**src/rtl/ujtag_reg_ctrl_if.sv**
```systemverilog
// Register-bus handshake between the UJTAG controller (master) and the CSR file (slave).
interface ujtag_reg_ctrl_if;
  logic [6:0]  bus_addr;
  logic        bus_wr;
  logic        bus_rd;
  logic [31:0] bus_wdata;
  logic [31:0] bus_rdata;
  logic        bus_ack;

  modport master (
    output bus_addr, bus_wr, bus_rd, bus_wdata,
    input  bus_rdata, bus_ack
  );

  modport slave (
    input  bus_addr, bus_wr, bus_rd, bus_wdata,
    output bus_rdata, bus_ack
  );
endinterface

```
**src/rtl/ujtag_reg_ctrl.sv**
```systemverilog
// Oversamples the UJTAG user DR signals in the fabric clock and turns each 40-bit
// DR scan {wr, addr[6:0], data[31:0]} into one register-bus read or write.
module ujtag_reg_ctrl #(
  parameter logic [7:0]  IR_CODE     = 8'h10,
  parameter int unsigned TIMEOUT     = 255,
  parameter int unsigned SYNC_STAGES = 2
) (
  input  logic                    clk,
  input  logic                    rst,
  input  logic [7:0]              UIREG,
  input  logic                    URSTB,
  input  logic                    UDRCAP,
  input  logic                    UDRSH,
  input  logic                    UDRUPD,
  input  logic                    UDRCK,
  input  logic                    UTDI,
  output logic                    UTDO,
  ujtag_reg_ctrl_if.master        bus,
  output logic                    busy
);

  typedef enum logic [1:0] {StIdle, StWr, StRd} state_e;

  localparam logic [15:0] CntLast = 16'(TIMEOUT - 1);

  logic [13:0]                   pin_in;
  logic [SYNC_STAGES-1:0][13:0]  sync_q;
  logic [13:0]                   s;
  logic                          ck_prev_q;

  logic [7:0] s_ir;
  logic       s_urstb, s_cap, s_sh, s_upd, s_ck, s_tdi;
  logic       dr_edge, sel, cap_evt, sh_evt, upd_evt, waiting, to_evt;

  state_e      state_q;
  logic [39:0] sr_q;
  logic [31:0] rd_reg_q;
  logic [15:0] cnt_q;
  logic        tflag_q, oflag_q, utdo_q;
  logic [6:0]  addr_q;
  logic [31:0] wdata_q;
  logic        wr_q, rd_q;

  assign pin_in = {UIREG, URSTB, UDRCAP, UDRSH, UDRUPD, UDRCK, UTDI};
  assign s      = sync_q[SYNC_STAGES-1];

  assign s_ir    = s[13:6];
  assign s_urstb = s[5];
  assign s_cap   = s[4];
  assign s_sh    = s[3];
  assign s_upd   = s[2];
  assign s_ck    = s[1];
  assign s_tdi   = s[0];

  // All qualifiers share the UDRCK pipeline depth, so they line up with dr_edge.
  assign dr_edge = s_ck & ~ck_prev_q;
  assign sel     = (s_ir == IR_CODE) && s_urstb;
  assign cap_evt = dr_edge & sel & s_cap;
  assign sh_evt  = dr_edge & sel & ~s_cap & s_sh;
  assign upd_evt = dr_edge & sel & ~s_cap & ~s_sh & s_upd;
  assign waiting = (state_q != StIdle);
  assign to_evt  = waiting & ~bus.bus_ack & (cnt_q == CntLast);

  always_ff @(posedge clk) begin
    if (rst) begin
      sync_q    <= '0;
      ck_prev_q <= 1'b0;
    end else begin
      sync_q    <= {sync_q[SYNC_STAGES-2:0], pin_in};
      ck_prev_q <= s_ck;
    end
  end

  always_ff @(posedge clk) begin
    if (rst) begin
      state_q  <= StIdle;
      sr_q     <= '0;
      rd_reg_q <= '0;
      cnt_q    <= '0;
      tflag_q  <= 1'b0;
      oflag_q  <= 1'b0;
      utdo_q   <= 1'b0;
      addr_q   <= '0;
      wdata_q  <= '0;
      wr_q     <= 1'b0;
      rd_q     <= 1'b0;
    end else begin
      if (!s_urstb) begin
        sr_q <= '0;
      end else if (cap_evt) begin
        sr_q <= {5'b0, oflag_q, tflag_q, waiting, rd_reg_q};
      end else if (sh_evt) begin
        sr_q <= {s_tdi, sr_q[39:1]};
      end
      utdo_q <= s_urstb ? sr_q[0] : 1'b0;

      // Later assignments win: a flag setting in a capture cycle stays set.
      if (cap_evt) begin
        tflag_q <= 1'b0;
        oflag_q <= 1'b0;
      end
      if (to_evt) tflag_q <= 1'b1;
      if (upd_evt && waiting) oflag_q <= 1'b1;

      case (state_q)
        StIdle: begin
          if (upd_evt) begin
            addr_q  <= sr_q[38:32];
            wdata_q <= sr_q[31:0];
            cnt_q   <= '0;
            wr_q    <= sr_q[39];
            rd_q    <= ~sr_q[39];
            state_q <= sr_q[39] ? StWr : StRd;
          end
        end
        StWr, StRd: begin
          if (bus.bus_ack || to_evt) begin
            if (state_q == StRd && bus.bus_ack) rd_reg_q <= bus.bus_rdata;
            wr_q    <= 1'b0;
            rd_q    <= 1'b0;
            state_q <= StIdle;
          end else begin
            cnt_q <= cnt_q + 16'd1;
          end
        end
        default: state_q <= StIdle;
      endcase
    end
  end

  assign UTDO          = utdo_q;
  assign busy          = waiting;
  assign bus.bus_addr  = addr_q;
  assign bus.bus_wdata = wdata_q;
  assign bus.bus_wr    = wr_q;
  assign bus.bus_rd    = rd_q;

endmodule
```
**src/flat_wrapper.sv**
```systemverilog
// flat-port wrapper written by rule: the top's interface ports become plain ports
module ujtag_reg_ctrl_flat 
#(
  parameter logic [7:0]  IR_CODE     = 8'h10,
  parameter int unsigned TIMEOUT     = 255,
  parameter int unsigned SYNC_STAGES = 2
)
  (clk, rst, UIREG, URSTB, UDRCAP, UDRSH, UDRUPD, UDRCK, UTDI, UTDO, busy, bus_bus_addr, bus_bus_wr, bus_bus_rd, bus_bus_wdata, bus_bus_rdata, bus_bus_ack);
  ujtag_reg_ctrl_if bus_i ();
  input  logic clk;
  input  logic rst;
  input  logic [7:0] UIREG;
  input  logic URSTB;
  input  logic UDRCAP;
  input  logic UDRSH;
  input  logic UDRUPD;
  input  logic UDRCK;
  input  logic UTDI;
  output logic UTDO;
  output logic busy;
  output wire logic [$bits(bus_i.bus_addr)-1:0] bus_bus_addr;
  output wire logic [$bits(bus_i.bus_wr)-1:0] bus_bus_wr;
  output wire logic [$bits(bus_i.bus_rd)-1:0] bus_bus_rd;
  output wire logic [$bits(bus_i.bus_wdata)-1:0] bus_bus_wdata;
  input wire logic [$bits(bus_i.bus_rdata)-1:0] bus_bus_rdata;
  input wire logic [$bits(bus_i.bus_ack)-1:0] bus_bus_ack;
  assign bus_bus_addr = bus_i.bus_addr;
  assign bus_bus_wr = bus_i.bus_wr;
  assign bus_bus_rd = bus_i.bus_rd;
  assign bus_bus_wdata = bus_i.bus_wdata;
  assign bus_i.bus_rdata = bus_bus_rdata;
  assign bus_i.bus_ack = bus_bus_ack;
  ujtag_reg_ctrl #(.IR_CODE(IR_CODE), .TIMEOUT(TIMEOUT), .SYNC_STAGES(SYNC_STAGES)) u_core (.clk(clk), .rst(rst), .UIREG(UIREG), .URSTB(URSTB), .UDRCAP(UDRCAP), .UDRSH(UDRSH), .UDRUPD(UDRUPD), .UDRCK(UDRCK), .UTDI(UTDI), .UTDO(UTDO), .bus(bus_i), .busy(busy));
endmodule
```
**config.mk**
```make
export PLATFORM = sky130hd
export DESIGN_NAME = ujtag_reg_ctrl_flat
export DESIGN_NICKNAME = d
export VERILOG_FILES = /design/src/rtl/ujtag_reg_ctrl_if.sv /design/src/rtl/ujtag_reg_ctrl.sv /design/src/flat_wrapper.sv
export SDC_FILE = /design/constraint.sdc
export NUM_CORES = 1
export LEC_CHECK = 0
export BUFFER_PORTS_ARGS = -buffer_cell sky130_fd_sc_hd__buf_4
export CAP_MARGIN = 10
export CORE_MARGIN = 3
export CORE_UTILIZATION = 61
export DETAILED_ROUTE_END_ITERATION = 6
export GPL_TIMING_DRIVEN = 0
export PLACE_DENSITY = 0.91
export REMOVE_ABC_BUFFERS = 1
export SYNTH_ARGS = -nofsm -noshare
export SYNTH_HDL_FRONTEND = slang
export SYNTH_SLANG_ARGS = --single-unit
```
**constraint.sdc**
```tcl
create_clock -name clk -period 5.52 [get_ports clk]
set_input_delay 0.552 -clock clk [delete_from_list [all_inputs] [get_ports clk]]
set_output_delay 0.552 -clock clk [all_outputs]
set_load 0.01 [all_outputs]
```
==> results.sh <==
export IMPL_seqPwrFrac_pct=51.0
export IMPL_drc=0
export IMPL_pre_cts_ws_ns=2.96
export IMPL_crit_start="u_core.s[6]"
export IMPL_crit_cells=5
export IMPL_final_antenna_net_count=0
export IMPL_synth_compound_area_share_pct=16.6
export IMPL_ys_seq_area_share_pct=51.7
export IMPL_coreArea_sq_mm=0.00991
export IMPL_max_slew_margin_rel_pct=23.7
export IMPL_pwr_share_clk_pct=46.5
export IMPL_floorplan_initialDensity_pct=63.6
export IMPL_viasPerCell=6.01
export IMPL_worstSetupEndpointType="flip-flop"
export IMPL_firstDrtPassIters=5
export IMPL_antenna_found_initial=0
export IMPL_ys_warn_count=0
export IMPL_io_pins=92
export IMPL_die_area_sq_mm=0.0116
export IMPL_synthAdderAreaFrac_pct=0.793
export IMPL_wl_per_cell_microns=17.0
export IMPL_synthSimpleGateAreaFrac_pct=20.1
export IMPL_synth_distinct_cells=45
export IMPL_grt_pass1_wl_mm=24.7
export IMPL_worstMarginPinSlew_ns=1.14
export IMPL_async_reset_ff_share_pct=0
export IMPL_timing_setup_tns_ns=0
export IMPL_crit_path_max_incr_delay_ns=0.64
export IMPL_synthXorXnorAreaFrac_pct=0
export IMPL_switchingPower_uw=536
export IMPL_vias=5588
export IMPL_hold_path_class="input pin to flip-flop"
export IMPL_fmax_mhz=414
export IMPL_finalHoldViolations=0
export IMPL_cp_required_ns=5.97
export IMPL_worst_path_buf_inv=0
export IMPL_netlist_area_sq_mm=0.00631
export IMPL_holdPathStages=2
export IMPL_insertion_delay_ns=0.53
export IMPL_postPlaceCellArea_sq_mm=0.00700
export IMPL_reg2regPathDepth=5
export IMPL_cts_tree="yes"
export IMPL_num_nets_final=837
export IMPL_cts_setup_buffers=0
export IMPL_status="finished clean"
export IMPL_intPower_uw=1800
export IMPL_row_count=36
export IMPL_path_clk_slew_ns=0.07
export IMPL_cts_sinks=163
export IMPL_cap_violations=0
export IMPL_grt_max_degree=119
export IMPL_crit_chain="nor4b_2 > and3_1 > nand2_1 > or4_1 > o21ai_0"
export IMPL_crit_family="simple AND/OR/NAND/NOR gates"
export IMPL_die_height_microns=108
export IMPL_cp_start_kind="flip-flop"
export IMPL_critPathArrivalTime_ns=2.86
export IMPL_finalInstanceArea_sq_mm=0.00761
export IMPL_grt_use_total_pct=26.8
export IMPL_root_buffer="clkbuf_8"
export IMPL_place_gp_congestion=0.900
export IMPL_powerDensity_mw_per_mm2=306
export IMPL_drt_wl_total_mm=15.8
export IMPL_nFillCells=606
export IMPL_cts_hold_buffers=0
export IMPL_drt_iter0_drc=557
export IMPL_hold_ws_ns=0.234
export IMPL_grt_ovfl_total=0
export IMPL_n_antenna_cell=0
export IMPL_postSynthCellCount=720
export IMPL_cts_path_max_buffers=2
export IMPL_dp_hpwl_mm=8.92
export IMPL_p_leak_uw=0.00263
export IMPL_area_growth_synth_to_final_pct=20.7
export IMPL_synth_edff_count=0
export IMPL_hold_start="URSTB"
export IMPL_ctsResizeCount=0
export IMPL_totalPowerFinal_uw=2330
export IMPL_avgSynthCellArea_sq_um=8.76
export IMPL_placement_io_buffers=91
export IMPL_period_share_pct=43.7
export IMPL_cp_slowest_cell="or4_1"
export IMPL_synth_seq_cells=163
export IMPL_worst_clock_skew_ns=0.0133
export IMPL_path_class="flip-flop to flip-flop"
export IMPL_slew_violations=0
export IMPL_power_frac_comb_pct=2.5
export IMPL_r2r_start="u_core.s[6]"
export IMPL_ir_drop_v=0.000213
export IMPL_synth_mux_area_share_pct=6.35
export IMPL_grt_pass1_vias=5370
export IMPL_grt_setup_unrepaired="no"
export IMPL_htree_levels=4
export IMPL_final_layout_size_suffix_gt1_share_pct=17.6
export IMPL_cts_buffers_inserted=17
export IMPL_switching_share_pct=23.0
export IMPL_setup_violations=0
export IMPL_period_needed_ns=2.41
export IMPL_setup_slack_ns=3.11
export IMPL_crit_path_max_fanout=24
export IMPL_synth_top_family_by_area="simple AND/OR/NAND/NOR gates"
export IMPL_ys_flop_type="dfxtp_1"
export IMPL_die_w_microns=108
## final cells by class
cell class	instances	area [sq um]	share of cell area, %
timing repair buffer	98	843	11.1
clock inverter	13	115	1.51
sequential	163	3260	42.9
inverter	6	22.5	0.296
tap	133	166	2.19
multi-input combinational	498	2770	36.4
clock buffer	19	432	5.67
## logic make-up (layout without fill, tap and decap cells)
group | count (synthesis) | after routing
DFF | 163 | 163
buffers and inverters | 59 | 136
adders and majority gates | 4 | 4
AOI/OAI and AO/OA | 191 | 191
muxes | 40 | 40
and+or+nand+nor | 263 | 263
## cell usage in the layout, fill, tap and decap left out, types with 5 or more instances in the layout
cell type,netlist,final
buf_4,6,91
nor2b_1,32,31
mux2i_1,40,40
nor2_1,11,11
and3_1,6,6
o21ai_0,37,37
or4_1,10,10
and2_1,6,6
o31ai_1,13,13
inv_1,6,6
dfxtp_1,163,163
nand4_1,6,6
nand2_1,155,155
inv_6,0,5
clkbuf_16,0,16
nand3_1,11,11
a21oi_1,123,123
## per-layer routing
metal / share of wire, % / GRT usage (%) / vias to the layer above
li1: - / - / 2616
met1: 38 / 31.1 / 2625
met2: 51 / 46.8 / 311
met3: 8.6 / 6.60 / 36
met4: 2.3 / 11.6 / 0
met5: 0 / 0 / -
## power by group through the flow
stage	Clock [uW]	Sequential, uW	Combinational [uW]
6_report	1080	1190	58.9
3_3_place_gp	0	1210	55.8
4_1_cts	1080	1190	58.3
5_1_grt	1140	1190	63.4
2_1_floorplan	0	1210	14.7
3_5_place_dp	0	1220	57.4
## stage by stage
stage / util [%] / instances
floorplan: - / 667
finish: 76.8 / 930
global route: 76.8 / 930
CTS: 76.1 / 927
detailed placement: 70.6 / 895
global placement: 69.7 / 891
## cell usage after synthesis, drive strengths merged, types with 3 or more instances
| library cell | n | area share [%] |
|---|---|---|
| clkbuf | 34 | 2.0 |
| nor3b | 4 | 0.48 |
| nand2b | 3 | 0.30 |
| nor4 | 4 | 0.40 |
| nand4 | 6 | 0.60 |
| o31ai | 13 | 1.5 |
| inv | 6 | 0.36 |
| nand2 | 155 | 9.2 |
| and2 | 6 | 0.60 |
| and3 | 6 | 0.60 |
| ha | 4 | 0.79 |
| mux2i | 40 | 6.3 |
| nor2b | 32 | 3.2 |
| a21oi | 125 | 10 |
| buf | 19 | 2.0 |
| or4 | 12 | 1.5 |
| nand3 | 11 | 0.87 |
| nor4b | 5 | 0.79 |
| nor2 | 11 | 0.65 |
| o21ai | 40 | 3.4 |
| dfxtp | 163 | 52 |
## final timing paths
| path | slack (ns) | endpoint |
|---|---|---|
| max | 3.11 | u_core.bus.bus_rd |
| max reg2reg | 3.11 | u_core.bus.bus_rd |
| min | 0.23 | u_core.sync_q[5] |
| min reg2reg | 0.44 | u_core.s[5] |
## worst reg2reg max path: cells and delay by family (launching register included)
| kind | cells | cell delay, ns |
|---|---|---|
| and+or+nand+nor | 4 | 1.95 |
| DFF | 1 | 0.31 |
| AOI/OAI and AO/OA | 1 | 0.08 |
## state kept, by name, summed over array words and instances (netlist names)
name and flops:
u_core.UTDO 1, u_core.bus.bus_addr 7, u_core.bus.bus_rd 1, u_core.bus.bus_wdata 32
u_core.bus.bus_wr 1, u_core.ck_prev_q 1, u_core.cnt_q 16, u_core.oflag_q 1
u_core.rd_reg_q 32, u_core.s 14, u_core.sr_q 40, u_core.state_q 2
u_core.sync_q 14, u_core.tflag_q 1
Power figures use the tool's default switching activity.
